**src/rtl/mem_interface.sv**
```systemverilog
// Memory-side handshake adapter for a multicycle CPU. It registers one access at
// a time, holds the control unit with cpu_stall, and flags protocol errors.
module mem_interface #(
  parameter int WIDTH   = 16,
  parameter int TIMEOUT = 255
) (
  input  logic             clk,
  input  logic             reset_n,
  input  logic             cpu_read,
  input  logic             cpu_write,
  input  logic [WIDTH-1:0] cpu_addr,
  input  logic [WIDTH-1:0] cpu_wdata,
  output logic [WIDTH-1:0] cpu_rdata,
  output logic             cpu_stall,
  output logic             cpu_done,
  output logic             mem_read,
  output logic             mem_write,
  output logic [WIDTH-1:0] mem_addr,
  output logic [WIDTH-1:0] mem_wdata,
  input  logic [WIDTH-1:0] mem_rdata,
  input  logic             mem_input_ready,
  input  logic             mem_ack_output,
  output logic             err
);

  localparam int CW = (TIMEOUT < 1) ? 1 : $clog2(TIMEOUT + 1);
  localparam logic [CW-1:0] CNT_MAX = CW'(TIMEOUT);

  typedef enum logic [2:0] {IDLE, RD_WAIT, WR_WAIT, DONE, ERROR} state_t;

  typedef struct packed {
    logic             rd;
    logic             wr;
    logic [WIDTH-1:0] addr;
    logic [WIDTH-1:0] wdata;
  } mem_req_t;

  state_t           state, state_nxt;
  mem_req_t         req, req_nxt;
  logic [WIDTH-1:0] rdata, rdata_nxt;
  logic             err_q, err_nxt;
  logic [CW-1:0]    cnt, cnt_nxt;
  logic             hs;

  always_ff @(posedge clk or posedge reset_n) begin
    if (reset_n) begin
      state <= IDLE;
      req   <= '0;
      rdata <= '0;
      err_q <= 1'b0;
      cnt   <= '0;
    end else begin
      state <= state_nxt;
      req   <= req_nxt;
      rdata <= rdata_nxt;
      err_q <= err_nxt;
      cnt   <= cnt_nxt;
    end
  end

  always_comb begin
    state_nxt = state;
    req_nxt   = req;
    rdata_nxt = rdata;
    err_nxt   = err_q;
    cnt_nxt   = cnt;
    hs        = (state == RD_WAIT) ? mem_input_ready : mem_ack_output;
    case (state)
      IDLE: begin
        // A read wins a read/write collision; the write is dropped and flagged.
        if (cpu_read) begin
          req_nxt.rd   = 1'b1;
          req_nxt.addr = cpu_addr;
          cnt_nxt      = '0;
          state_nxt    = RD_WAIT;
          if (cpu_write) err_nxt = 1'b1;
        end else if (cpu_write) begin
          req_nxt.wr    = 1'b1;
          req_nxt.addr  = cpu_addr;
          req_nxt.wdata = cpu_wdata;
          cnt_nxt       = '0;
          state_nxt     = WR_WAIT;
        end
      end
      RD_WAIT, WR_WAIT: begin
        if (hs) begin
          if (state == RD_WAIT) rdata_nxt = mem_rdata;
          req_nxt.rd = 1'b0;
          req_nxt.wr = 1'b0;
          state_nxt  = DONE;
        end else if (cnt == CNT_MAX) begin
          req_nxt.rd = 1'b0;
          req_nxt.wr = 1'b0;
          err_nxt    = 1'b1;
          state_nxt  = ERROR;
        end else begin
          cnt_nxt = cnt + CW'(1);
        end
      end
      DONE: state_nxt = IDLE;
      ERROR: begin
        req_nxt.rd = 1'b0;
        req_nxt.wr = 1'b0;
        err_nxt    = 1'b1;
      end
      default: state_nxt = IDLE;
    endcase
  end

  // Stall drops in DONE so the control unit advances exactly once per access.
  assign cpu_stall = (state == ERROR) |
                     ((cpu_read | cpu_write) &
                      ((state == IDLE) | (state == RD_WAIT) | (state == WR_WAIT)));
  assign cpu_done  = (state == DONE);
  assign cpu_rdata = rdata;
  assign mem_read  = req.rd;
  assign mem_write = req.wr;
  assign mem_addr  = req.addr;
  assign mem_wdata = req.wdata;
  assign err       = err_q;

endmodule

```
**config.mk**
```make
export PLATFORM = sky130hd
export DESIGN_NAME = mem_interface
export DESIGN_NICKNAME = d
export VERILOG_FILES = /design/src/rtl/mem_interface.sv
export SDC_FILE = /design/constraint.sdc
export NUM_CORES = 1
export LEC_CHECK = 0
export CAP_MARGIN = 10
export CORE_MARGIN = 8
export CORE_UTILIZATION = 44
export DETAILED_ROUTE_END_ITERATION = 6
export GPL_TIMING_DRIVEN = 0
export PLACE_DENSITY_LB_ADDON = 0.05
export SLEW_MARGIN = 20
export SYNTH_ARGS = -nofsm -noshare
export SYNTH_HDL_FRONTEND = slang
export SYNTH_SLANG_ARGS = --single-unit
```
**constraint.sdc**
```tcl
create_clock -name clk -period 2.4 [get_ports clk]
set_input_delay 0.48 -clock clk [delete_from_list [all_inputs] [get_ports clk]]
set_output_delay 0.48 -clock clk [all_outputs]
set_load 0.03 [all_outputs]
```
-- Word level (Yosys, flattened, before mapping)
Cells that the tools add are included.
- equality and inequality tests: 13
- multiplexer cells: 23
- $add $sub $neg: 1
- bitwise logic cells: 7
- reduce and logical (&&, ||, !) cells: 13
- operators with widths (kind ; count):
    33-bit 2-to-1 mux ; 1
    8-bit 2-to-1 mux ; 4
    16-bit 2-to-1 mux ; 1
    8-bit one-hot mux with 2 select lines ; 1
    3-bit 2-to-1 mux ; 4
    2-bit inequality test (second input constant) ; 6
    3-bit AND reduction ; 4
    3-bit one-hot mux with 3 select lines ; 1
    8-bit by 1-bit adder with 8-bit output (second input constant) ; 1
    8-bit equality test (second input constant) ; 1
    4-bit AND reduction ; 2
    1-bit 2-to-1 mux ; 7
    3-bit by 2-bit equality test with 1-bit output (second input constant) ; 2
    3-bit inequality test (second input constant) ; 2
    2-bit one-hot mux with 3 select lines ; 1
    5-bit AND reduction ; 1
    2-bit 2-to-1 mux ; 2
    1-bit OR ; 4
    2-bit nonzero test ; 2
    3-bit by 1-bit equality test with 1-bit output (second input constant) ; 1
    3-bit equality test (second input constant) ; 1
    3-bit zero test ; 1
    1-bit one-hot mux with 3 select lines ; 1
    3-bit nonzero test ; 1
    other kinds (4) ; 5
- register bits after elaboration: 62
- logic and storage cells: 65

-- Depth between registers and ports, before layout
Gate-level depths: netlist of run 1.
- depth in word-level cells: 5
- gate-level depth with buffers: 7
- mapped depth without buffers: 5

-- Worst setup path before layout of run 1
No wires, ideal clock.
- path type: register -> output
- from: register state[2]
- to: output cpu_stall
- cell stages (with the launch flop): 6
- data required time: 1.920 ns
- slack: 0.349 ns
- arrival: 1.571 ns
- buffers on the path: 2
- path through: dfrtp_1 -> buf_2 -> buf_1 -> nor2_1 -> a21oi_1 -> o21ai_0
- word-level cells in the longest chain between the ends: 5
- elaborated cells between the ends (all ways): 8
- classes of those cells: eq/ne (3); bitwise (4); reduce/logical (1)
- ends and longest elaborated chain (what ; line ; source):
    start, declared ; 38 ; state_t state, state_nxt;
    start signal, assigned ; 53 ; state <= state_nxt;
    3-bit by 1-bit equality test with 1-bit output / 3-bit zero test (equally long branches) ; 113 ; ((state == IDLE) | (state == RD_WAIT) | (state == WR_WAIT)));
    1-bit OR (2 in a row) ; 113 ;
    1-bit bitwise AND ; 112 ; ((cpu_read | cpu_write) &
    1-bit OR * ; 111 ; assign cpu_stall = (state == ERROR) |
    end, declared ; 14 ; output logic cpu_stall,
Every way passes the cells marked *; elsewhere a longest branch is shown, timed or not.

-- Worst setup path after layout of run 1
- from: input cpu_write
- to: output cpu_stall
- word-level cells in the longest chain between the ends: 3
- ends and longest elaborated chain (what ; line ; source):
    start, declared ; 10 ; input logic cpu_write,
    1-bit OR ; 112 ;
    1-bit bitwise AND ; 112 ;
    1-bit OR ; 111 ;
No other way between the ends.

==> impl_metrics.env, run 1 <==
export IMPL_first_global_vias=2383
export IMPL_routedWlPerCell_um=15.9
export IMPL_worst_setup_path_end_kind="primary output"
export IMPL_cap_viol_max_count=0
export IMPL_cp_required_ns=1.92
export IMPL_cts_setup_buffers=0
export IMPL_worstMarginPinSlew_ns=0.500
export IMPL_setup_viol=0
export IMPL_status="completed"
export IMPL_path_max_fanout=4
export IMPL_rsz0062_at_grt="no"
export IMPL_final_max_slew_viol_count=0
export IMPL_antennaDiodeCount=0
export IMPL_synth_ff_type="dfrtp_1"
export IMPL_rr_startpoint="state[1]"
export IMPL_cts_buffers_inserted=9
export IMPL_pin_count=107
export IMPL_via_count=2231
export IMPL_cts_tree="done"
export IMPL_final_setup_tns_ns=0
export IMPL_async_reset_ff_share_pct=100
export IMPL_final_common_cell="clkdlybuf4s50_1"
export IMPL_die_x_um=95.4
export IMPL_grt_pass1_wl_um=11600
export IMPL_grt_overflow=0
export IMPL_post_dp_hpwl_um=5360
export IMPL_synth_edf_count=0
export IMPL_ys_seq_area_share_pct=55.9
export IMPL_startpoint_type="input pin"
export IMPL_die_y_um=95.4
export IMPL_drive_gt1_share_pct=18.9
export IMPL_drt_wl_total_um=7030
export IMPL_leakagePower_nw=1.84
export IMPL_synth_ff_latch_count=62
export IMPL_placed_cells=431
export IMPL_area_growth_pct=48.0
export IMPL_root_buffer="clkbuf_8"
export IMPL_io_buffers=106
export IMPL_ant_nets=0
export IMPL_htreeDepth=3
export IMPL_irDropWorstVdd_uv=775
export IMPL_crit_type="input pin to primary output"
export IMPL_nets=419
export IMPL_clk_insertion_delay_late_ns=0.33
export IMPL_min_from="mem_addr[10]"
export IMPL_cts_buffer_depth=2
export IMPL_syn_inst=247
export IMPL_hold_viol=0
export IMPL_row_count=29
export IMPL_grt_max_degree=36
export IMPL_skew_ns=0.00908
export IMPL_p_total_w=0.00599
export IMPL_die_area_um2=9110
export IMPL_synth_warnings=0
export IMPL_drt_iter0_markers=122
export IMPL_synth_area_leaders="dfrtp_1, mux2_2, nand2_1"
export IMPL_synthesis_nets=302
export IMPL_final_cells=443
export IMPL_power_density_nw_per_um2=1460
export IMPL_path_clk_slew_ns=0.06
export IMPL_synth_distinct_cells=52
export IMPL_syn_avg_cell_area_um2=11.2
export IMPL_hold_class="register to register"
export IMPL_netlist_area_leader_share_pct=55.9
export IMPL_crit_start="cpu_write"
export IMPL_yosysTopAreaCell="dfrtp_1"
export IMPL_start_util_pct=44.5
export IMPL_via_per_inst=5.04
export IMPL_period_share_pct=93.7
export IMPL_grt_antenna_before_repair=0
export IMPL_final_util_pct=65.9
export IMPL_drc=0
export IMPL_cts_sinks=62
export IMPL_grtUsageTotal_pct=16.3
export IMPL_fill_cells=489
export IMPL_syn_area_um2=2780
export IMPL_max_freq_ghz=0.445
export IMPL_arrival_ns=1.77
export IMPL_firstDrtPassIters=4
export IMPL_min_period_ns=2.25
export IMPL_final_cell_mix="clkdlybuf4s50_1, dfrtp_1, nand2_1, mux2_2, clkbuf_8"
export IMPL_relSlewSlack_pct=66.7
export IMPL_core_area_um2=6240
export IMPL_gp_congestion=0.893
## report_power, final
| group | internal (W) | total, W | switching, W |
|---|---|---|---|
| clock | 0.000410 | 0.000779 | 0.000369 |
| combinational | 0.00152 | 0.00343 | 0.00190 |
| sequential | 0.00153 | 0.00179 | 0.000259 |
## critical path: stages
cell	delay (ns)
clkdlybuf4s50_1	0.58
nor2_1	0.11
or3_1	0.31
o21ai_0	0.07
buf_2	0.22
## routing by layer
| layer | routed length [µm] | track usage, % |
|---|---|---|
| met5 | 0 | 0 |
| met4 | 71 | 6.40 |
| met3 | 599 | 5.98 |
| met1 | 3150 | 20.6 |
| met2 | 3210 | 25.0 |
## registers in the layout (all words and copies together) (netlist names)
name / count
mem_wdata: 16
mem_read: 1
mem_addr: 16
err: 1
cpu_rdata: 16
cnt: 8
state: 3
mem_write: 1
## kinds of logic (layout without fill, tap and decap cells)
kind of cell | Yosys count | count (layout) | share of synthesized area [%]
AND/OR/NAND/NOR | 93 | 93 | 15.8
flip-flops | 62 | 62 | 55.9
AO/OA/AOI/OAI | 35 | 35 | 9.15
multiplexers | 32 | 32 | 14.2
buffers and inverters | 22 | 141 | 3.92
XOR/XNOR | 2 | 2 | 0.631
adder cells (fa/ha/maj) | 1 | 1 | 0.451
## area by class of cell
type,instances,area [µm²],share of cell area (%)
timing repair buffer,107,1080,26.2
multi-input combinational,163,1120,27.2
clock inverter,2,10.0,0.244
clock buffer,11,151,3.68
tap,77,96.3,2.34
sequential,62,1550,37.7
inverter,9,36.3,0.883
buffer,12,71.3,1.74
## stage by stage
step / setup slack [ns] / hold WS (ns) / area (µm²)
after detailed placement: -0.331 / 0.461 / 3960
after floorplan: 0.349 / 0.450 / 2780
after global placement: -0.793 / 0.458 / 3930
after CTS: 0.0195 / 0.477 / 4120
final: 0.152 / 0.471 / 4110
after global routing: 0.106 / 0.501 / 4110
## synthesized netlist by cell type (all sizes together) (2+ instances only)
master / count
a211oi: 2
a21boi: 2
a21oi: 9
and2: 2
buf: 12
dfrtp: 62
inv: 9
mux2: 32
nand2: 57
nand3: 7
nand3b: 3
nor2: 9
nor3: 5
o21ai: 4
o21bai: 2
o221ai: 2
o22ai: 2
or2: 3
or3: 2
## worst paths after layout
check | endpoint | slack [ns] | depth (start not counted)
min in group asynchronous | mem_wdata[6] | 0.49 | 2
worst max-delay path | cpu_stall | 0.15 | 5
max in group asynchronous | cpu_rdata[15] | 1.41 | 3
worst min-delay path | mem_addr[10] | 0.47 | 2
worst max register to register | cpu_rdata[8] | 0.65 | 4
worst min register to register | mem_addr[10] | 0.47 | 2
## timing repair
item	CTS	global route
setup endpoints to repair	2	1
gates resized for setup	5	3
hold buffers	0	0
Note: power is estimated with default switching activity, not from simulation.
==> run 2: changes to the inputs <==
- HOLD_SLACK_MARGIN: not set -> 0.05
==> results of run 2 <==
Same layout as run 1: the final DEF is identical, and so are final timing and power.
